File: config.mk
export PLATFORM = sky130hd
export DESIGN_NAME = div32_seq
export DESIGN_NICKNAME = d
export VERILOG_FILES = /design/src/rtl/div32_seq_pkg.sv /design/src/rtl/div32_seq_step.sv /design/src/rtl/div32_seq.sv
export SDC_FILE = /design/constraint.sdc
export NUM_CORES = 1
export LEC_CHECK = 0
export BUFFER_PORTS_ARGS = -buffer_cell sky130_fd_sc_hd__buf_2
export CORE_MARGIN = 4
export CORE_UTILIZATION = 25
export CTS_BUF_LIST = sky130_fd_sc_hd__clkbuf_16
export DETAILED_ROUTE_END_ITERATION = 7
export GPL_ROUTABILITY_DRIVEN = 0
export PLACE_DENSITY = 0.45
export SYNTH_ARGS = -nofsm -noshare
export SYNTH_HDL_FRONTEND = slang
export SYNTH_SLANG_ARGS = --single-unit
File: constraint.sdc
create_clock -name clk_i -period 4.9 [get_ports clk_i]
set_clock_uncertainty 0.15 [all_clocks]
set_input_delay 0.98 -clock clk_i [delete_from_list [all_inputs] [get_ports clk_i]]
set_output_delay 0.98 -clock clk_i [all_outputs]
set_load 0.02 [all_outputs]
File: src/rtl/div32_seq_pkg.sv
// Shared definitions for the sequential 32-bit divider: FSM encoding and step-counter sizing.
package div32_seq_pkg;

   typedef enum logic [1:0] {
      DIV_IDLE = 2'd0,
      DIV_CALC = 2'd1,
      DIV_DONE = 2'd2
   } div_state_t;

   localparam int DIV_STEPS = 32;
   localparam int DIV_CNT_W = 5;

endpackage

File: src/rtl/div32_seq_step.sv
// One restoring shift-and-subtract step: retires a single quotient bit.
module div32_seq_step #(
   parameter int WIDTH = 32
) (
   input  logic [WIDTH-1:0] rem,
   input  logic             dvd_bit,
   input  logic [WIDTH-1:0] divisor,
   output logic [WIDTH-1:0] rem_next,
   output logic             q_bit
);

   logic [WIDTH:0] shifted;
   logic [WIDTH:0] diff;

   // The partial remainder stays below the divisor, so the kept value always fits in WIDTH bits.
   assign shifted  = {rem, dvd_bit};
   assign diff     = shifted + ~{1'b0, divisor} + {{WIDTH{1'b0}}, 1'b1};
   assign q_bit    = ~diff[WIDTH];
   assign rem_next = q_bit ? diff[WIDTH-1:0] : shifted[WIDTH-1:0];

endmodule

File: src/rtl/div32_seq.sv
// Iterative signed/unsigned divider with start/done handshake; one quotient bit per cycle.
// state    | meaning
// DIV_IDLE | waiting for start_i, results held
// DIV_CALC | performing the 32 shift-and-subtract steps
// DIV_DONE | results valid, done_o pulse; start_i may launch the next division
module div32_seq
   import div32_seq_pkg::*;
#(
   parameter int WIDTH = 32
) (
   input  logic             clk_i,
   input  logic             rst_i,
   input  logic             start_i,
   input  logic             signed_i,
   input  logic [WIDTH-1:0] dividend_i,
   input  logic [WIDTH-1:0] divisor_i,
   output logic             busy_o,
   output logic             done_o,
   output logic [WIDTH-1:0] quotient_o,
   output logic [WIDTH-1:0] remainder_o,
   output logic             div_by_zero_o
);

   div_state_t             state_q, state_d;
   logic [DIV_CNT_W-1:0]   cnt_q;
   logic [WIDTH-1:0]       rem_q;
   logic [WIDTH-1:0]       quo_q;
   logic [WIDTH-1:0]       dvsr_q;
   logic                   quo_neg_q;
   logic                   rem_neg_q;

   logic                   accept;
   logic                   div_zero;
   logic                   last_step;
   logic                   dvd_neg;
   logic                   dvs_neg;
   logic [WIDTH-1:0]       dvd_mag;
   logic [WIDTH-1:0]       dvs_mag;
   logic [WIDTH-1:0]       rem_next;
   logic                   q_bit;
   logic [WIDTH-1:0]       quo_next;

   assign accept    = start_i && (state_q == DIV_IDLE || state_q == DIV_DONE);
   assign div_zero  = (divisor_i == '0);
   assign last_step = (cnt_q == DIV_CNT_W'(DIV_STEPS - 1));
   assign dvd_neg   = signed_i && dividend_i[WIDTH-1];
   assign dvs_neg   = signed_i && divisor_i[WIDTH-1];
   assign dvd_mag   = dvd_neg ? -dividend_i : dividend_i;
   assign dvs_mag   = dvs_neg ? -divisor_i : divisor_i;
   assign quo_next  = {quo_q[WIDTH-2:0], q_bit};

   div32_seq_step #(.WIDTH(WIDTH)) u_step (
      .rem      (rem_q),
      .dvd_bit  (quo_q[WIDTH-1]),
      .divisor  (dvsr_q),
      .rem_next (rem_next),
      .q_bit    (q_bit)
   );

   always_ff @(posedge clk_i or negedge rst_i) begin
      if (!rst_i) state_q <= DIV_IDLE;
      else        state_q <= state_d;
   end

   always_comb begin
      state_d = state_q;
      case (state_q)
         DIV_IDLE, DIV_DONE: begin
            if (start_i) state_d = div_zero ? DIV_DONE : DIV_CALC;
            else         state_d = DIV_IDLE;
         end
         DIV_CALC: if (last_step) state_d = DIV_DONE;
         default:  state_d = DIV_IDLE;
      endcase
   end

   always_comb begin
      busy_o = (state_q == DIV_CALC);
      done_o = (state_q == DIV_DONE);
   end

   // Results are written only when entering DIV_DONE, so they hold across IDLE and the next CALC.
   always_ff @(posedge clk_i or negedge rst_i) begin
      if (!rst_i) begin
         cnt_q         <= '0;
         rem_q         <= '0;
         quo_q         <= '0;
         dvsr_q        <= '0;
         quo_neg_q     <= 1'b0;
         rem_neg_q     <= 1'b0;
         quotient_o    <= '0;
         remainder_o   <= '0;
         div_by_zero_o <= 1'b0;
      end else if (accept) begin
         if (div_zero) begin
            quotient_o    <= '1;
            remainder_o   <= dividend_i;
            div_by_zero_o <= 1'b1;
         end else begin
            cnt_q     <= '0;
            rem_q     <= '0;
            quo_q     <= dvd_mag;
            dvsr_q    <= dvs_mag;
            quo_neg_q <= dvd_neg ^ dvs_neg;
            rem_neg_q <= dvd_neg;
         end
      end else if (state_q == DIV_CALC) begin
         cnt_q <= cnt_q + DIV_CNT_W'(1);
         rem_q <= rem_next;
         quo_q <= quo_next;
         if (last_step) begin
            quotient_o    <= quo_neg_q ? -quo_next : quo_next;
            remainder_o   <= rem_neg_q ? -rem_next : rem_next;
            div_by_zero_o <= 1'b0;
         end
      end
   end

endmodule
---- Word-level counts from Yosys, hierarchy flattened ----
Index checks and enable logic that the tools add are counted.
word-level totals
  output and inout bits ................... 67
  flip-flop bits (word level) ............. 170
cells by class
  $add $sub $neg .......................... 7
  bitwise logic cells ..................... 4
  eq/ne operators ......................... 6
  multiplexer cells ....................... 30
  reductions and logical operators ........ 12
operators with widths
  operator                 number
  $mux W32                 19
  $neg A32 Y32             4
  $add A33 B1 Y33 const B  1
  $add A33 B33 Y33         1
  $not A32 Y33             1
  $logic_not A32 Y1        1
  $mux W5                  3
  $mux W2                  3
  $add A5 B1 Y5 const B    1
  $eq A5 B5 Y1 const B     1
  $mux W1                  4
  $ne A2 B1 Y1 const B     2
  $pmux W2 S2              1
  $reduce_and A2 Y1        2
  $reduce_bool A2 Y1       2
  $logic_and A1 B1 Y1      3
  $reduce_and A3 Y1        1
  $eq A2 B1 Y1 const B     1
  $eq A2 B2 Y1 const B     1
  $logic_not A2 Y1         1
  $ne A2 B2 Y1 const B     1
  $not A1 Y1               2
  $reduce_or A2 Y1         1
  $logic_or A1 B1 Y1       1
  $xor A1 B1 Y1            1

---- Logic depth before layout (Yosys ltp) ----
  depth in word-level cells ............... 9
  mapped depth ............................ 23
  mapped depth without buffers ............ 21

---- By module ----
A second synthesis with hierarchy kept.
second synthesis, totals
  cell total of the unflattened synthesis .. 1439
  area total of the unflattened synthesis .. 12052.8 um2
by module, submodules not included
  module          area each (um2)  sequential area each (um2)  cells an instance  times used
  div32_seq       9694.3           4254.1                      1134               1
  div32_seq_step  2358.5           0.0                         305                1

---- Least setup slack after synthesis ----
Ideal clock, no wire load.
  path kind ............................... flip-flop to flip-flop
  start ................................... register quo_q[31]
  end ..................................... register remainder_o[30]
  required time ........................... 4.612 ns
  path slack .............................. -0.035 ns
  buffers on the path ..................... 2
  data arrival time ....................... 4.648 ns
  library setup time ...................... 0.138 ns
  stages on the path, launching flop included .. 23
  cell sequence ........................... dfrtp_1 inv_1 ha_1 fa_1 nor2b_1 o2111a_1 o21ai_2 a211oi_4 o21a_1 nor2_2 inv_2 clkbuf_1 buf_1 nor2_1 a21oi_1 ha_1 nand3_1 a211oi_1 a41oi_4 or4_4 o41ai_2 xor2_1 o22ai_1
between the ends
  longest elaborated chain between the ends .. 8
ends and longest elaborated chain
  what                    RTL line              source
  from (decl)             div32_seq.sv:27       logic [WIDTH-1:0] quo_q;
  from (signal assigned)  div32_seq.sv:102      quo_q <= dvd_mag;
  from (signal assigned)  div32_seq.sv:110      quo_q <= quo_next;
  $add A33 B33 Y33        div32_seq_step.sv:17  assign diff = shifted + ~{1'b0, divisor} + {{WIDTH{1'b0}}, 1'b1};
  $add A33 B1 Y33         div32_seq_step.sv:17
  $mux W32 (*)            div32_seq_step.sv:19  assign rem_next = q_bit ? diff[WIDTH-1:0] : shifted[WIDTH-1:0];
  $neg A32 Y32            div32_seq.sv:113      remainder_o <= rem_neg_q ? -rem_next : rem_next;
  $mux W32 (*)            div32_seq.sv:113
  $mux W32 (*)            div32_seq.sv:111      if (last_step) begin
  $mux W32 (*)            div32_seq.sv:107      end else if (state_q == DIV_CALC) begin
  $mux W32 (*)            div32_seq.sv:94       end else if (accept) begin
  to (signal assigned)    div32_seq.sv:97       remainder_o <= dividend_i;
  to (signal assigned)    div32_seq.sv:113
  to (decl)               div32_seq.sv:20       output logic [WIDTH-1:0] remainder_o,
Mark *: on every way between the ends. The rest lies on a longest branch, timed or not. The select of a mux whose other input is x is not followed.
A chain may end at the register's enable or synchronous reset.

---- Worst setup path in the final report ----
Same ends and word-level chain as after synthesis.

==> impl_results.md <==
- Status: complete, no violations
- Post-Syn Area per Cell: 8.10 um2
- Total CTS buffers: 17
- RSZ-0062 raised after global routing: false
- Most numerous cell in the Yosys netlist: o21ai_0
- Crit path launch type: register
- First-pass GRT wire length: 66700 um
- Initial antenna violation count: 0
- Starting density of the core: 25.4%
- Post-synth ARST share: 100%
- Tcrit/Tclk final: 95.0%
- CTS tree: yes
- Skew-Pair Late Insertion Delay: 0.45 ns
- Filler cell count: 5174
- Post-synth EDFFs: 0
- Max-cap violations: 0
- Core area: 48000 um2
- IO Count: 135
- Distinct cells, synth: 79
- Syn Nets: 1615
- # DRC: 0
- Synth warnings: 0
- CP max FO: 6
- Die Height: 229 um
- Post-DP HPWL: 32600 um
- Fin crit period: 4.66 ns
- Final ANT Viol Nets: 0
- Main synth FF type: dfrtp_1
- Setup_tns: 0 ns
- Rel. slew slack: 34.0%
- CP arrival: 4.83 ns
- Global route overflow: 0
- Seq/Total Area, Yosys: 34.8%
- Top cell type's share of synthesized area: 34.8%
- Largest net degree at the start of global routing: 101
- Root Buffer: clkbuf_16
- Slew Limit Fails: 0
- Die width: 229 um
- Wire length per cell: 18.7 um
- Flops & latches, synth: 170
- Worst hold-check path type: reg -> reg
- Pre-Repair DR Iteration Count: 5
- Mapped Area: 12200 um2
- Worst-path clk slew: 0.07 ns
- Measured slew at the worst slew-check pin: 0.990 ns
- Area of the multi-input gates: 7440 um2
- H-tree Lvls: 4
- Port-buffer cells: 134
- Count of final setup violators: 0
- Max Freq: 215 MHz
- Synth area leader: dfrtp_1
- Layout area overhead: 17.6%
- CTS Buffer Depth: 2
- Row cnt: 80
- Routed wire length: 42200 um
- Clk sinks: 170
- Commonest cells in the synthesized netlist: 196 x o21ai_0, 187 x nand2_1, 170 x dfrtp_1, 123 x a21oi_1, 106 x nor2_1
- Req. time, crit path: 5.08 ns
- Via count: 11514
- Vias per cell: 5.11
- Ranking of synthesized cells by area: dfrtp_1 35%, o21ai_0 8.0%, nand2_1 5.7%
- Iteration-0 DRC Markers: 699
- Sequential cell area: 4250 um2
- Mapped Cells: 1508
- Share of cells above drive strength 1: 16.4%
- Worst Setup Path Type: reg -> reg
- Vias in the first global route: 11321
- Worst Setup End Kind: register
- Final net count: 1730
- Final hold violation count: 0
- Tot GR Track Use: 15.8%
- Die area: 52400 um2
area by class of cell:
cell class                 count  share of cell area, %
multi-input combinational   1187                   51.8
sequential                   170                   29.6
timing repair buffer         183                   7.54
tap                          615                   5.36
clock buffer                  17                   2.96
inverter                      64                   1.67
clock inverter                15                   1.04
antenna                        1                 0.0174
per-layer routing:
layer | global-route usage, % | up-vias | routed length (um)
met2 | 25.6 | 276 | 19300
met3 | 2.58 | 32 | 1870
met5 | 0 | - | 0
met1 | 22.3 | 5536 | 20500
li1 | - | 5670 | -
met4 | 3.33 | 0 | 508
per-stage QoR:
stage | cell area, um2 | cells | worst slack, ns | util [%] | hold slack, ns
global route | 14400 | 2251 | 0.0218 | 29.9 | 0.363
floorplan | 12200 | 1508 | 0.0418 | - | 0.300
finish | 14400 | 2252 | 0.244 | 29.9 | 0.321
global placement | 13700 | 2218 | 0.223 | 28.6 | 0.305
detailed placement | 13700 | 2218 | 0.120 | 28.6 | 0.312
CTS | 14300 | 2250 | 0.121 | 29.8 | 0.328
repair_timing:
| action | in CTS | in global routing |
|---|---|---|
| buffers inserted | 0 | 1 |
| resized for setup | 0 | 15 |
| hold buffers | 0 | 0 |
| setup endpoints to repair | 0 | 2 |
worst paths after layout:
check / cells past startpoint / slack, ns / to / from
worst min-delay path: 2 / 0.32 / div_by_zero_o$_DFFE_PN0P_ / div_by_zero_o$_DFFE_PN0P_
worst max-delay path: 21 / 0.24 / remainder_o[30]$_DFFE_PN0P_ / quo_q[31]$_DFFE_PN0P_
worst min register to register: 2 / 0.32 / div_by_zero_o$_DFFE_PN0P_ / div_by_zero_o$_DFFE_PN0P_
min in group asynchronous: 1 / 0.51 / quotient_o[8]$_DFFE_PN0P_ / rst_i
max in group asynchronous: 2 / 3.19 / rem_q[28]$_DFFE_PN0P_ / rst_i
worst max register to register: 21 / 0.24 / remainder_o[30]$_DFFE_PN0P_ / quo_q[31]$_DFFE_PN0P_
critical path: stages, from the launching register on:
cell,delay [ns]
dfrtp_1,0.36
inv_1,0.08
ha_1,0.22
fa_1,0.42
nor2b_2,0.20
o2111a_2,0.26
o21ai_2,0.10
a211oi_4,0.31
o21a_1,0.21
nor2_4,0.06
inv_2,0.12
nor2_1,0.07
a21oi_2,0.15
ha_2,0.21
inv_1,0.06
a21oi_1,0.13
o2111a_2,0.25
a41oi_4,0.15
or4_4,0.47
o41ai_2,0.25
xor2_1,0.20
o22ai_1,0.10
cells by family (layout without fill, tap and decap cells):
| logic type | Yosys count | in the layout | share of synthesized area (%) |
|---|---|---|---|
| AO/OA/AOI/OAI | 511 | 511 | 26.1 |
| AND/OR/NAND/NOR | 482 | 482 | 18.5 |
| flip-flops | 170 | 170 | 34.8 |
| buffers and inverters | 151 | 279 | 4.91 |
| XOR/XNOR | 121 | 121 | 8.68 |
| adder cells (fa/ha/maj) | 39 | 39 | 4.06 |
| multiplexers | 34 | 34 | 2.89 |
| other | 0 | 1 | 0 |
cell usage in the layout (no fill, tap or decap), drive strengths merged, types with 17 or more instances in the layout:
| cell type | netlist | routed |
|---|---|---|
| xnor2 | 55 | 55 |
| inv | 62 | 65 |
| nor2 | 107 | 107 |
| a21oi | 123 | 123 |
| mux2i | 24 | 24 |
| nor3 | 28 | 28 |
| nand2 | 187 | 187 |
| xor2 | 66 | 66 |
| or3 | 30 | 30 |
| a31oi | 25 | 25 |
| o21ai | 202 | 202 |
| clkbuf | 60 | 17 |
| buf | 27 | 183 |
| ha | 38 | 38 |
| nand3 | 51 | 51 |
| dfrtp | 170 | 170 |
| a21o | 19 | 19 |
| o31ai | 19 | 19 |
sequential cells by signal, indices dropped and copies added (netlist names), 2 cells and up:
| name | flops |
|---|---|
| cnt_q | 5 |
| dvsr_q | 32 |
| quo_q | 32 |
| quotient_o | 32 |
| rem_q | 32 |
| remainder_o | 32 |
| state_q | 2 |
Power is left out: the tool's default activity adds up to more than one toggle a clock period on the data nets, which glitch-free logic cannot reach.
